$ cat src/rtl/etc_pwm_driver_pkg.sv
// Shared types and constants for the throttle H-bridge PWM driver.
// Provides the driver state encoding, default timing constants and duty scaling.
package etc_pkg;

    localparam int unsigned DUTY_W       = 16;
    localparam int unsigned MAG_W        = DUTY_W - 1;
    localparam int unsigned DEF_CNT_W    = 13;
    localparam int unsigned DEF_PERIOD   = 5000;
    localparam int unsigned DEF_DEADTIME = 50;

    typedef enum logic [1:0] {
        OFF  = 2'd0,
        DEAD = 2'd1,
        FWD  = 2'd2,
        REV  = 2'd3
    } state_t;

    // |duty| saturated to 15 bits (-32768 -> 32767), scaled to cycles: (mag*period) >> 15
    function automatic logic [31:0] duty_to_on(input logic signed [DUTY_W-1:0] duty,
                                               input logic [31:0] period);
        logic [MAG_W-1:0]    mag;
        logic [MAG_W+31:0]   prod;
        if (duty[DUTY_W-1]) begin
            if (duty[DUTY_W-2:0] == '0) mag = '1;
            else                        mag = MAG_W'(-duty);
        end else begin
            mag = MAG_W'(duty);
        end
        prod = (MAG_W+32)'(mag) * (MAG_W+32)'(period);
        return 32'(prod >> MAG_W);
    endfunction

endpackage

$ cat src/rtl/etc_pwm_driver_if.sv
// Command channel from the controller: valid/ready handshake carrying a signed duty.
interface etc_pwm_driver_if;
    import etc_pkg::*;

    logic                     cmd_valid;
    logic                     cmd_ready;
    logic signed [DUTY_W-1:0] cmd_duty;

    modport master (output cmd_valid, output cmd_duty, input  cmd_ready);
    modport slave  (input  cmd_valid, input  cmd_duty, output cmd_ready);

endinterface

$ cat src/rtl/etc_pwm_driver_timebase.sv
// Free-running PWM period counter (0..PERIOD-1) with wrap flag and registered
// period_start pulse that is high while the counter sits at 0.
module etc_pwm_timebase
    import etc_pkg::*;
#(
    parameter int unsigned CNT_W  = DEF_CNT_W,
    parameter int unsigned PERIOD = DEF_PERIOD
) (
    input  logic             clk,
    input  logic             rst,
    output logic [CNT_W-1:0] o_cnt_nxt,
    output logic             o_wrap,
    output logic             o_period_start
);

    logic [CNT_W-1:0] r_cnt;
    logic             r_period_start;

    assign o_wrap         = (r_cnt == CNT_W'(PERIOD - 1));
    assign o_cnt_nxt      = o_wrap ? '0 : r_cnt + CNT_W'(1);
    assign o_period_start = r_period_start;

    always_ff @(posedge clk or posedge rst) begin
        if (rst) begin
            r_cnt          <= '0;
            r_period_start <= 1'b0;
        end else begin
            r_cnt          <= o_cnt_nxt;
            r_period_start <= o_wrap;
        end
    end

endmodule

$ cat src/rtl/etc_pwm_driver.sv
// Signed throttle command to four H-bridge gates: fixed-period PWM, dead time,
// direction changes via all-off DEAD state. Optional macro: FAULT_LATCH_EN.
module etc_pwm_driver
    import etc_pkg::*;
#(
    parameter int unsigned CNT_W    = DEF_CNT_W,
    parameter int unsigned PERIOD   = DEF_PERIOD,
    parameter int unsigned DEADTIME = DEF_DEADTIME
) (
    input  logic                    clk,
    input  logic                    RESET,
    input  logic                    enable,
    etc_pwm_driver_if.slave         cmd,
    input  logic                    fault_in,
    output logic                    a_hi,
    output logic                    a_lo,
    output logic                    b_hi,
    output logic                    b_lo,
    output logic                    period_start,
    output logic                    fault_latched
);

    logic [CNT_W-1:0]         w_cnt_nxt;
    logic                     w_wrap;
    logic                     r_pend_valid;
    logic signed [DUTY_W-1:0] r_pend_duty;
    logic                     w_accept;
    logic                     w_apply;
    logic [31:0]              r_on;
    logic [31:0]              w_on_nxt;
    logic                     r_duty_neg;
    logic                     w_duty_neg_nxt;
    state_t                   r_state;
    state_t                   w_state_nxt;
    logic [CNT_W-1:0]         r_dcnt;
    logic [CNT_W-1:0]         w_dcnt_nxt;
    logic                     w_fault_block;
    logic [31:0]              w_c;
    logic                     w_pwm_hi;
    logic                     w_pwm_lo;
    logic                     w_a_hi, w_a_lo, w_b_hi, w_b_lo;
    logic                     r_a_hi, r_a_lo, r_b_hi, r_b_lo;

    etc_pwm_timebase #(
        .CNT_W  (CNT_W),
        .PERIOD (PERIOD)
    ) u_timebase (
        .clk            (clk),
        .rst            (RESET),
        .o_cnt_nxt      (w_cnt_nxt),
        .o_wrap         (w_wrap),
        .o_period_start (period_start)
    );

    assign cmd.cmd_ready = !r_pend_valid;
    assign w_accept      = cmd.cmd_valid && !r_pend_valid;
    assign w_apply       = w_wrap && r_pend_valid;

    // An accept on the wrap cycle finds the buffer empty, so it waits for the next wrap
    always_ff @(posedge clk or posedge RESET) begin
        if (RESET) begin
            r_pend_valid <= 1'b0;
            r_pend_duty  <= '0;
        end else if (w_apply) begin
            r_pend_valid <= 1'b0;
        end else if (w_accept) begin
            r_pend_valid <= 1'b1;
            r_pend_duty  <= cmd.cmd_duty;
        end
    end

    assign w_on_nxt       = w_apply ? duty_to_on(r_pend_duty, 32'(PERIOD)) : r_on;
    assign w_duty_neg_nxt = w_apply ? r_pend_duty[DUTY_W-1] : r_duty_neg;

`ifdef FAULT_LATCH_EN
    logic r_fault_d;
    logic r_fault_latched;
    logic w_fault_trip;

    assign w_fault_trip  = fault_in && r_fault_d;
    assign w_fault_block = r_fault_latched || w_fault_trip;
    assign fault_latched = r_fault_latched;

    always_ff @(posedge clk or posedge RESET) begin
        if (RESET) begin
            r_fault_d       <= 1'b0;
            r_fault_latched <= 1'b0;
        end else begin
            r_fault_d <= fault_in;
            if (!enable)           r_fault_latched <= 1'b0;
            else if (w_fault_trip) r_fault_latched <= 1'b1;
        end
    end
`else
    logic w_unused_fault;
    assign w_unused_fault = fault_in;
    assign w_fault_block  = 1'b0;
    assign fault_latched  = 1'b0;
`endif

    always_comb begin
        w_state_nxt = r_state;
        w_dcnt_nxt  = '0;
        if (!enable || w_fault_block) begin
            w_state_nxt = OFF;
        end else begin
            unique case (r_state)
                OFF:  if (w_wrap) w_state_nxt = DEAD;
                DEAD: begin
                    if (r_dcnt == CNT_W'(DEADTIME - 1)) w_state_nxt = r_duty_neg ? REV : FWD;
                    else                                w_dcnt_nxt  = r_dcnt + CNT_W'(1);
                end
                FWD:  if (w_apply && r_pend_duty[DUTY_W-1])  w_state_nxt = DEAD;
                REV:  if (w_apply && !r_pend_duty[DUTY_W-1]) w_state_nxt = DEAD;
                default: w_state_nxt = OFF;
            endcase
        end
    end

    // Gates are decoded from next state/count/on so the registered outputs line up with them
    assign w_c      = 32'(w_cnt_nxt);
    assign w_pwm_hi = (w_c < w_on_nxt);
    assign w_pwm_lo = (w_c >= w_on_nxt + DEADTIME) && (w_c < PERIOD - DEADTIME);

    always_comb begin
        w_a_hi = 1'b0;
        w_a_lo = 1'b0;
        w_b_hi = 1'b0;
        w_b_lo = 1'b0;
        unique case (w_state_nxt)
            FWD: begin
                w_a_hi = w_pwm_hi;
                w_a_lo = w_pwm_lo;
                w_b_lo = 1'b1;
            end
            REV: begin
                w_b_hi = w_pwm_hi;
                w_b_lo = w_pwm_lo;
                w_a_lo = 1'b1;
            end
            default: ;
        endcase
    end

    always_ff @(posedge clk or posedge RESET) begin
        if (RESET) begin
            r_state    <= OFF;
            r_dcnt     <= '0;
            r_on       <= '0;
            r_duty_neg <= 1'b0;
            r_a_hi     <= 1'b0;
            r_a_lo     <= 1'b0;
            r_b_hi     <= 1'b0;
            r_b_lo     <= 1'b0;
        end else begin
            r_state    <= w_state_nxt;
            r_dcnt     <= w_dcnt_nxt;
            r_on       <= w_on_nxt;
            r_duty_neg <= w_duty_neg_nxt;
            r_a_hi     <= w_a_hi;
            r_a_lo     <= w_a_lo;
            r_b_hi     <= w_b_hi;
            r_b_lo     <= w_b_lo;
        end
    end

    assign a_hi = r_a_hi;
    assign a_lo = r_a_lo;
    assign b_hi = r_b_hi;
    assign b_lo = r_b_lo;

endmodule

$ cat src/flat_wrapper.sv
// flat-port wrapper written by rule: the top's interface ports become plain ports
module etc_pwm_driver_flat import etc_pkg::*;
#(
    parameter int unsigned CNT_W    = DEF_CNT_W,
    parameter int unsigned PERIOD   = DEF_PERIOD,
    parameter int unsigned DEADTIME = DEF_DEADTIME
)
  (clk, RESET, enable, fault_in, a_hi, a_lo, b_hi, b_lo, period_start, fault_latched, cmd_cmd_valid, cmd_cmd_duty, cmd_cmd_ready);
  etc_pwm_driver_if cmd_i ();
  input  logic clk;
  input  logic RESET;
  input  logic enable;
  input  logic fault_in;
  output logic a_hi;
  output logic a_lo;
  output logic b_hi;
  output logic b_lo;
  output logic period_start;
  output logic fault_latched;
  input wire logic [$bits(cmd_i.cmd_valid)-1:0] cmd_cmd_valid;
  input wire logic [$bits(cmd_i.cmd_duty)-1:0] cmd_cmd_duty;
  output wire logic [$bits(cmd_i.cmd_ready)-1:0] cmd_cmd_ready;
  assign cmd_i.cmd_valid = cmd_cmd_valid;
  assign cmd_i.cmd_duty = cmd_cmd_duty;
  assign cmd_cmd_ready = cmd_i.cmd_ready;
  etc_pwm_driver #(.CNT_W(CNT_W), .PERIOD(PERIOD), .DEADTIME(DEADTIME)) u_core (.clk(clk), .RESET(RESET), .enable(enable), .cmd(cmd_i), .fault_in(fault_in), .a_hi(a_hi), .a_lo(a_lo), .b_hi(b_hi), .b_lo(b_lo), .period_start(period_start), .fault_latched(fault_latched));
endmodule
$ cat config.mk
export PLATFORM = sky130hd
export DESIGN_NAME = etc_pwm_driver_flat
export DESIGN_NICKNAME = d
export VERILOG_FILES = /design/src/rtl/etc_pwm_driver_pkg.sv /design/src/rtl/etc_pwm_driver_if.sv /design/src/rtl/etc_pwm_driver_timebase.sv /design/src/rtl/etc_pwm_driver.sv /design/src/flat_wrapper.sv
export SDC_FILE = /design/constraint.sdc
export NUM_CORES = 1
export LEC_CHECK = 0
export ABC_AREA = 1
export CAP_MARGIN = 10
export CORE_MARGIN = 4
export CORE_UTILIZATION = 50
export DETAILED_ROUTE_END_ITERATION = 16
export PLACE_DENSITY_LB_ADDON = 0.15
export SKIP_LAST_GASP = 1
export SLEW_MARGIN = 20
export SYNTH_ARGS = -nofsm -noshare
export SYNTH_HDL_FRONTEND = slang
export SYNTH_SLANG_ARGS = --single-unit
$ cat constraint.sdc
create_clock -name clk -period 8.05 [get_ports clk]
set_input_delay 0.805 -clock clk [delete_from_list [all_inputs] [get_ports clk]]
set_output_delay 0.805 -clock clk [all_outputs]
set_load 0.01 [all_outputs]
==> metrics.md, run 1 <==
| Metric | Value |
|---|---|
| Max FO, Critical Path | 6 |
| Largest family of logic cells by synthesized area | simple AND/OR/NAND/NOR gates |
| Grt ovf | 0 |
| Total chip power | 0.8647 mW |
| CP max stage cell | fa_1 |
| Cell area power density | about 94 nW/um^2 |
| CTS clock-pin slew for the worst setup and hold paths | approximately 70 ps |
| Seq cells post-synth | 83 |
| Leak | 4.773 nW |
| EDFF count, synth | 0 |
| Routability cong. | 0.8948 |
| Ant diodes | 0 |
| Die footprint | 17990 sq um |
| CP max stage delay | 550 ps |
| Relative slew slack | 0.4180 |
| Number of I/O pins | 28 |
| Crit path launch type | register |
| DR iter-0 viols | 426 |
| Vias in the first global route | approximately 6600 |
| Hold EP | u_core.r_dcnt[0] |
| Root Buffer | clkbuf_16 |
| RR Endpoint | u_core.a_lo |
| DR WL/cell | 13.82 um |
| Final Cell Area | between 9000 and 10000 sq um |
| Max Root-Sink Buffers | 2 |
| Asr flop ratio synth | 1.000 |
| Max Cap Viol | 0 |
| CP most frequent cell | nand2_1 |
| Worst r2r path cells | 47 |
| HPWL after DPL | around 15000 um |
| Most common cell after layout, fill and taps aside | inv_1 |
| Hold_ws | 496.5 ps |
| CTS tree | done |
| Synth unique cells | 53 |
| Warnings, synthesis | 0 |
| Largest net degree at the start of global routing | 84 |
| Gate Count Post-Synth | between 1000 and 1500 |
| Syn-to-layout area delta | 15.49% |
| Area contributors post-synth | dfrtp_1, ha_1, inv_1, nand2_1, fa_1 |
| Ys flop type | dfrtp_1 |
| Initial antenna violation count | 0 |
| Clock period minus worst slack | 7521 ps |
| HP Class | register to register |
| Clk Latency, worst-skew pair | ~340 ps |
| Count of final setup violators | 0 |
| GRT Total Usage | 0.2102 |
| # DRC | 0 |
| Fin. Hold Viols | 0 |
| Hold buffers post-CTS | 0 |
| Multiplexer area fraction after synthesis | 0.008493 |
| First-pass GRT wire length | 31280 um |
| Outcome | complete, no violations |
| Placed Area | roughly 8600 sq um |
| Average vias per placed instance | around 5.1 |
| Finished Core Util | 0.5977 |
| Antenna Nets Post-Route | 0 |
| Vias | 6881 |
| Crit. End Element | register |
| Crit path DAT | 7750 ps |
| First-pass iteration count of the detailed router | 5 |
| Core area | 15370 sq um |
| Mapped Avg Cell Area | 7.470 sq um |
| Top cell type's share of synthesized area | 0.2611 |
| Area leader, netlist | dfrtp_1 |
| Initial core utilization | 0.5175 |
| Hold depth | 1 |
| Maximum VDD drop | 0.1025 mV |
| Clock sinks | 83 |
| Actual slew at the worst max-slew pin | between 800 and 900 ps |
| WP data required | 8280 ps |
| H-tree depth | 3 |
| HP Start | u_core.r_dcnt[0] |
| Worst clock skew | ~6.9 ps |
| Post-Synth XOR/XNOR Area | 0.02973 |
| Simple-Gate Fraction of Synth Area | 0.2847 |
| Share of layout cells above drive strength 1 | 0.1234 |
| Die width | about 130 um |
| Reg-to-reg critical path startpoint | u_core.r_pend_duty[0] |
| CTS buffer count | 9 |
| Crit path kind | register to register |
| Post-Syn Nets | between 1000 and 1500 |
| Number of cell rows | 45 |
| # nets final | about 1300 |
| Port Buffers | 25 |
| Fmax | 133.0 MHz |
| Final period util | 0.9343 |
| Commonest non-fill, non-tap cells in the layout | inv_1, nand2_1, nor2_1 |
| Synth Cell Area | 7955 sq um |
| Max-slew violations | 0 |
| Adder-cell share of the synthesized area | 0.2211 |
| Routed WL | 18480 um |
| Die height | 134.1 um |
| Complex-gate fraction of the synthesized area | 0.09107 |
| Seq/Total Area, Yosys | 0.2611 |
| Reg2reg setup slack | 530 ps |
## flip-flops by register name, summed over array words and instances (netlist names)
| name | flops |
|---|---|
| u_core.r_on | 32 |
| u_core.b_hi | 1 |
| u_core.u_timebase.o_period_start | 1 |
| u_core.a_lo | 1 |
| u_core.r_state | 2 |
| u_core.r_pend_duty | 16 |
| u_core.r_duty_neg | 1 |
| u_core.r_dcnt | 13 |
| u_core.u_timebase.r_cnt | 13 |
| u_core.r_pend_valid | 1 |
| u_core.a_hi | 1 |
| u_core.b_lo | 1 |
## cells by family (layout without fill, tap and decap cells)
kind of cell | after synthesis | count (layout)
xor gates and xnor gates | 27 | 27
other | 1 | 1
DFF | 83 | 83
and+or+nand+nor | 487 | 487
buffers and inverters | 217 | 278
adders and majority gates | 125 | 125
muxes | 6 | 6
AOI/OAI and AO/OA | 119 | 119
## where the power goes
group | internal, mW | total [mW] | switching [mW]
clock | 0.246 | 0.429 | 0.183
sequential | 0.417 | 0.417 | 0
combinational | 0.00856 | 0.0185 | 0.00989
## worst max-delay path by stage
stage                                startpoint          end  slack [ps]  cells past startpoint
after global routing      u_core.r_pend_duty[0]  u_core.a_lo         -50                     50
after CTS                 u_core.r_pend_duty[0]  u_core.a_lo          50                     51
after global placement    u_core.r_pend_duty[0]  u_core.b_lo          90                     51
final                     u_core.r_pend_duty[0]  u_core.a_lo         530                     47
after floorplan           u_core.r_pend_duty[0]  u_core.a_lo         810                     47
after detailed placement  u_core.r_pend_duty[0]  u_core.a_lo         -30                     51
## metal layers
layer	global-route usage	routed length [um]	up-vias
li1	-	-	3566
met1	0.2906	8665	3156
met2	0.3470	8740	129
met3	0.03413	763	30
met4	0.05147	310	0
met5	0	0	-
## synthesized netlist by cell type (all sizes together), types with 2 or more instances
| master | n |
|---|---|
| a21o | 8 |
| nand2 | 201 |
| o21bai | 2 |
| or2 | 9 |
| dfrtp | 83 |
| nand3b | 4 |
| mux2 | 6 |
| clkbuf | 5 |
| a31oi | 6 |
| o21a | 6 |
| xor2 | 19 |
| a21oi | 55 |
| nor4 | 18 |
| o211ai | 4 |
| ha | 99 |
| a211oi | 3 |
| nand3 | 69 |
| buf | 4 |
| fa | 26 |
| nor3b | 5 |
| o21ai | 28 |
| nor2 | 124 |
| xnor2 | 8 |
| nor3 | 34 |
| nand4 | 20 |
| clkinv | 2 |
| inv | 206 |
## metrics by stage
stage	std cells	worst slack (ps)	setup TNS [ps]
after CTS	1326	51.96	0
after global routing	1337	-54.94	-98.04
after floorplan	1065	814.1	0
after detailed placement	1310	-30.76	-61.08
after global placement	1310	94.15	0
final	1337	528.6	0
## layout make-up
class                   instances  area [sq um]
flip-flops and latches         83          2077
repair buffers                 54         471.7
clock inverters                 7         83.83
fillers                      1452          6183
inverters                     208         785.8
clock buffers                   9         225.2
well taps                     211         264.0
multi-input cells             765          5280
## worst max-delay path, delay by kind of cell (launching register included)
family / cells / cell delay (ps)
AO/OA/AOI/OAI: 8 / 1170
XOR/XNOR: 3 / 420
adder cells (fa/ha/maj): 8 / 2810
buffers and inverters: 5 / 480
flip-flops: 1 / 420
AND/OR/NAND/NOR: 23 / 2110
## timing repair
action | in CTS | in global routing
endpoints found under the hold margin | 0 | 0
gates cloned | 0 | 0
endpoints found under the setup margin | 2 | 4
setup buffers | 0 | 11
pin swaps | 0 | 7
resized for setup | 1 | 49
(Power assumes the default switching activity.)
==> run 2: changes to the inputs <==
Settings changed: REMOVE_ABC_BUFFERS from default to 1.
==> metrics.md, run 2 (synthesized netlist as in run 1, its figures left out) <==
| Metric | Value |
|---|---|
| Outcome | complete, no violations |
| Biggest register | u_core.r_on |
| Number of cell rows | 45 |
| Cell area power density | 92.83 nW/um^2 |
| Max Root-Sink Buffers | 2 |
| WP data required | 8280 ps |
| Fillers | about 1400 |
| Hold buffers post-CTS | 0 |
| First-pass GRT wire length | 32020 um |
| Initial core utilization | 0.5175 |
| Syn-to-layout area delta | 15.92% |
| Worst clock skew | 11.19 ps |
| CP max stage delay | 480 ps |
| DR WL/cell | 14.28 um |
| Fin. Hold Viols | 0 |
| CTS buffer count | 9 |
| Commonest non-fill, non-tap cells in the layout | inv_1, nand2_1, nor2_1 |
| CP most frequent cell | nand2_1 |
| Setup WS pre-CTS | -5.000 ps |
| DP Cell Count | 1310 |
| H-tree depth | 3 |
| Crit path launch type | register |
| Crit path DAT | 7780 ps |
| Most common cell after layout, fill and taps aside | inv_1 |
| Core area | 15370 sq um |
| Number of I/O pins | 28 |
| Root Buffer | clkbuf_16 |
| Fmax | 132.5 MHz |
| Die width | around 130 um |
| Die height | 134.1 um |
| Routability cong. | 0.9059 |
| Setup TNS | 0 ps |
| Grt ovf | 0 |
| Max Cap Viol | 0 |
| Final period util | 0.9378 |
| Crit path kind | register to register |
| Final cell count without fillers | 1335 |
| Max FO, Critical Path | 6 |
| CP max stage cell | fa_1 |
| Vias | 6998 |
| Clock sinks | 83 |
| HPWL after DPL | approximately 15000 um |
| Vias in the first global route | 6705 |
| Crit. End Element | register |
| Top Registers | u_core.r_on: 32 flops, u_core.r_pend_duty: 16 flops |
| Clock period minus worst slack | 7550 ps |
| CTS clock-pin slew for the worst setup and hold paths | about 60 ps |
| HP Class | register to register |
| Max reg flops | 32 |
| Leak | 4.789 nW |
| Antenna Nets Post-Route | 0 |
| # nets final | 1265 |
| Initial antenna violation count | 0 |
| Port Buffers | 25 |
| DR iter-0 viols | approximately 420 |
| Maximum VDD drop | 0.1178 mV |
| Actual slew at the worst max-slew pin | 924.6 ps |
| CP top delay family | adder cells |
| # DRC | 0 |
| Relative slew slack | 0.3821 |
| Largest net degree at the start of global routing | 84 |
| Count of final setup violators | 0 |
| Die footprint | ~18000 sq um |
| Average vias per placed instance | 5.242 |
| Routed WL | 19070 um |
| Share of layout cells above drive strength 1 | 0.1290 |
| Max-slew violations | 0 |
| Final setup margin | 500.4 ps |
| GRT Total Usage | 0.2176 |
| CTS tree | done |
| First-pass iteration count of the detailed router | 5 |
| Clk Latency, worst-skew pair | 350 ps |
| Critical path buffer and inverter count | 3 |
| Ant diodes | 0 |
[run 2: through the flow]
stage / instance area [sq um] / utilization / hold WS, ps / total power [mW]
floorplan: 7914 / - / 460.8 / 0.4312
global placement: 8573 / 0.5578 / 483.5 / 0.4435
detailed placement: 8573 / 0.5578 / 490.0 / 0.4436
CTS: 8882 / 0.5779 / 498.8 / 0.8708
global route: 9221 / 0.5999 / 526.9 / 0.8901
finish: 9221 / 0.5999 / 494.6 / 0.8560
[run 2: where the power goes]
part / switching (mW) / internal, mW / total (mW)
Combinational: 0.00968 / 0.00855 / 0.0182
Sequential: 0 / 0.417 / 0.417
Clock: 0.171 / 0.250 / 0.421
[run 2: layout make-up]
cell class | instances | area [sq um] | share of cell area
multi-input cells | 765 | 5335 | 0.5786
flip-flops and latches | 83 | 2077 | 0.2252
inverters | 208 | 782.0 | 0.08480
repair buffers | 52 | 460.4 | 0.04993
well taps | 211 | 264.0 | 0.02863
clock buffers | 11 | 242.7 | 0.02632
clock inverters | 5 | 60.06 | 0.006513
[run 2: what timing repair did]
action                                  in CTS  in global routing
endpoints found under the setup margin       2                  2
buffers inserted                             0                  9
resized for setup                            1                 63
pin swaps                                    0                 19
[run 2: worst paths after layout]
kind                               endpoint  cells past startpoint             startpoint  slack [ps]
setup / recovery                u_core.a_lo                     44  u_core.r_pend_duty[0]         500
hold / removal             u_core.r_dcnt[0]                      1       u_core.r_dcnt[0]         490
setup reg to reg                u_core.a_lo                     44  u_core.r_pend_duty[0]         500
hold reg to reg            u_core.r_dcnt[0]                      1       u_core.r_dcnt[0]         490
max in group asynchronous   u_core.r_on[18]                      3                  RESET        6560
min in group asynchronous  u_core.r_dcnt[0]                      3                  RESET         990
[run 2: per-layer routing]
metal	part of all wire	GRT usage
met1	0.49	0.3131
met2	0.46	0.3470
met3	0.041	0.03751
met4	0.010	0.04525
met5	0	0
[run 2: worst register-to-register path: cells and delay by family, from the launching register on]
kind | cells | cell delay (ps)
and+or+nand+nor | 23 | 2490
AOI/OAI and AO/OA | 7 | 1070
buffers and inverters | 3 | 210
xor gates and xnor gates | 3 | 410
adders and majority gates | 8 | 2850
DFF | 1 | 410
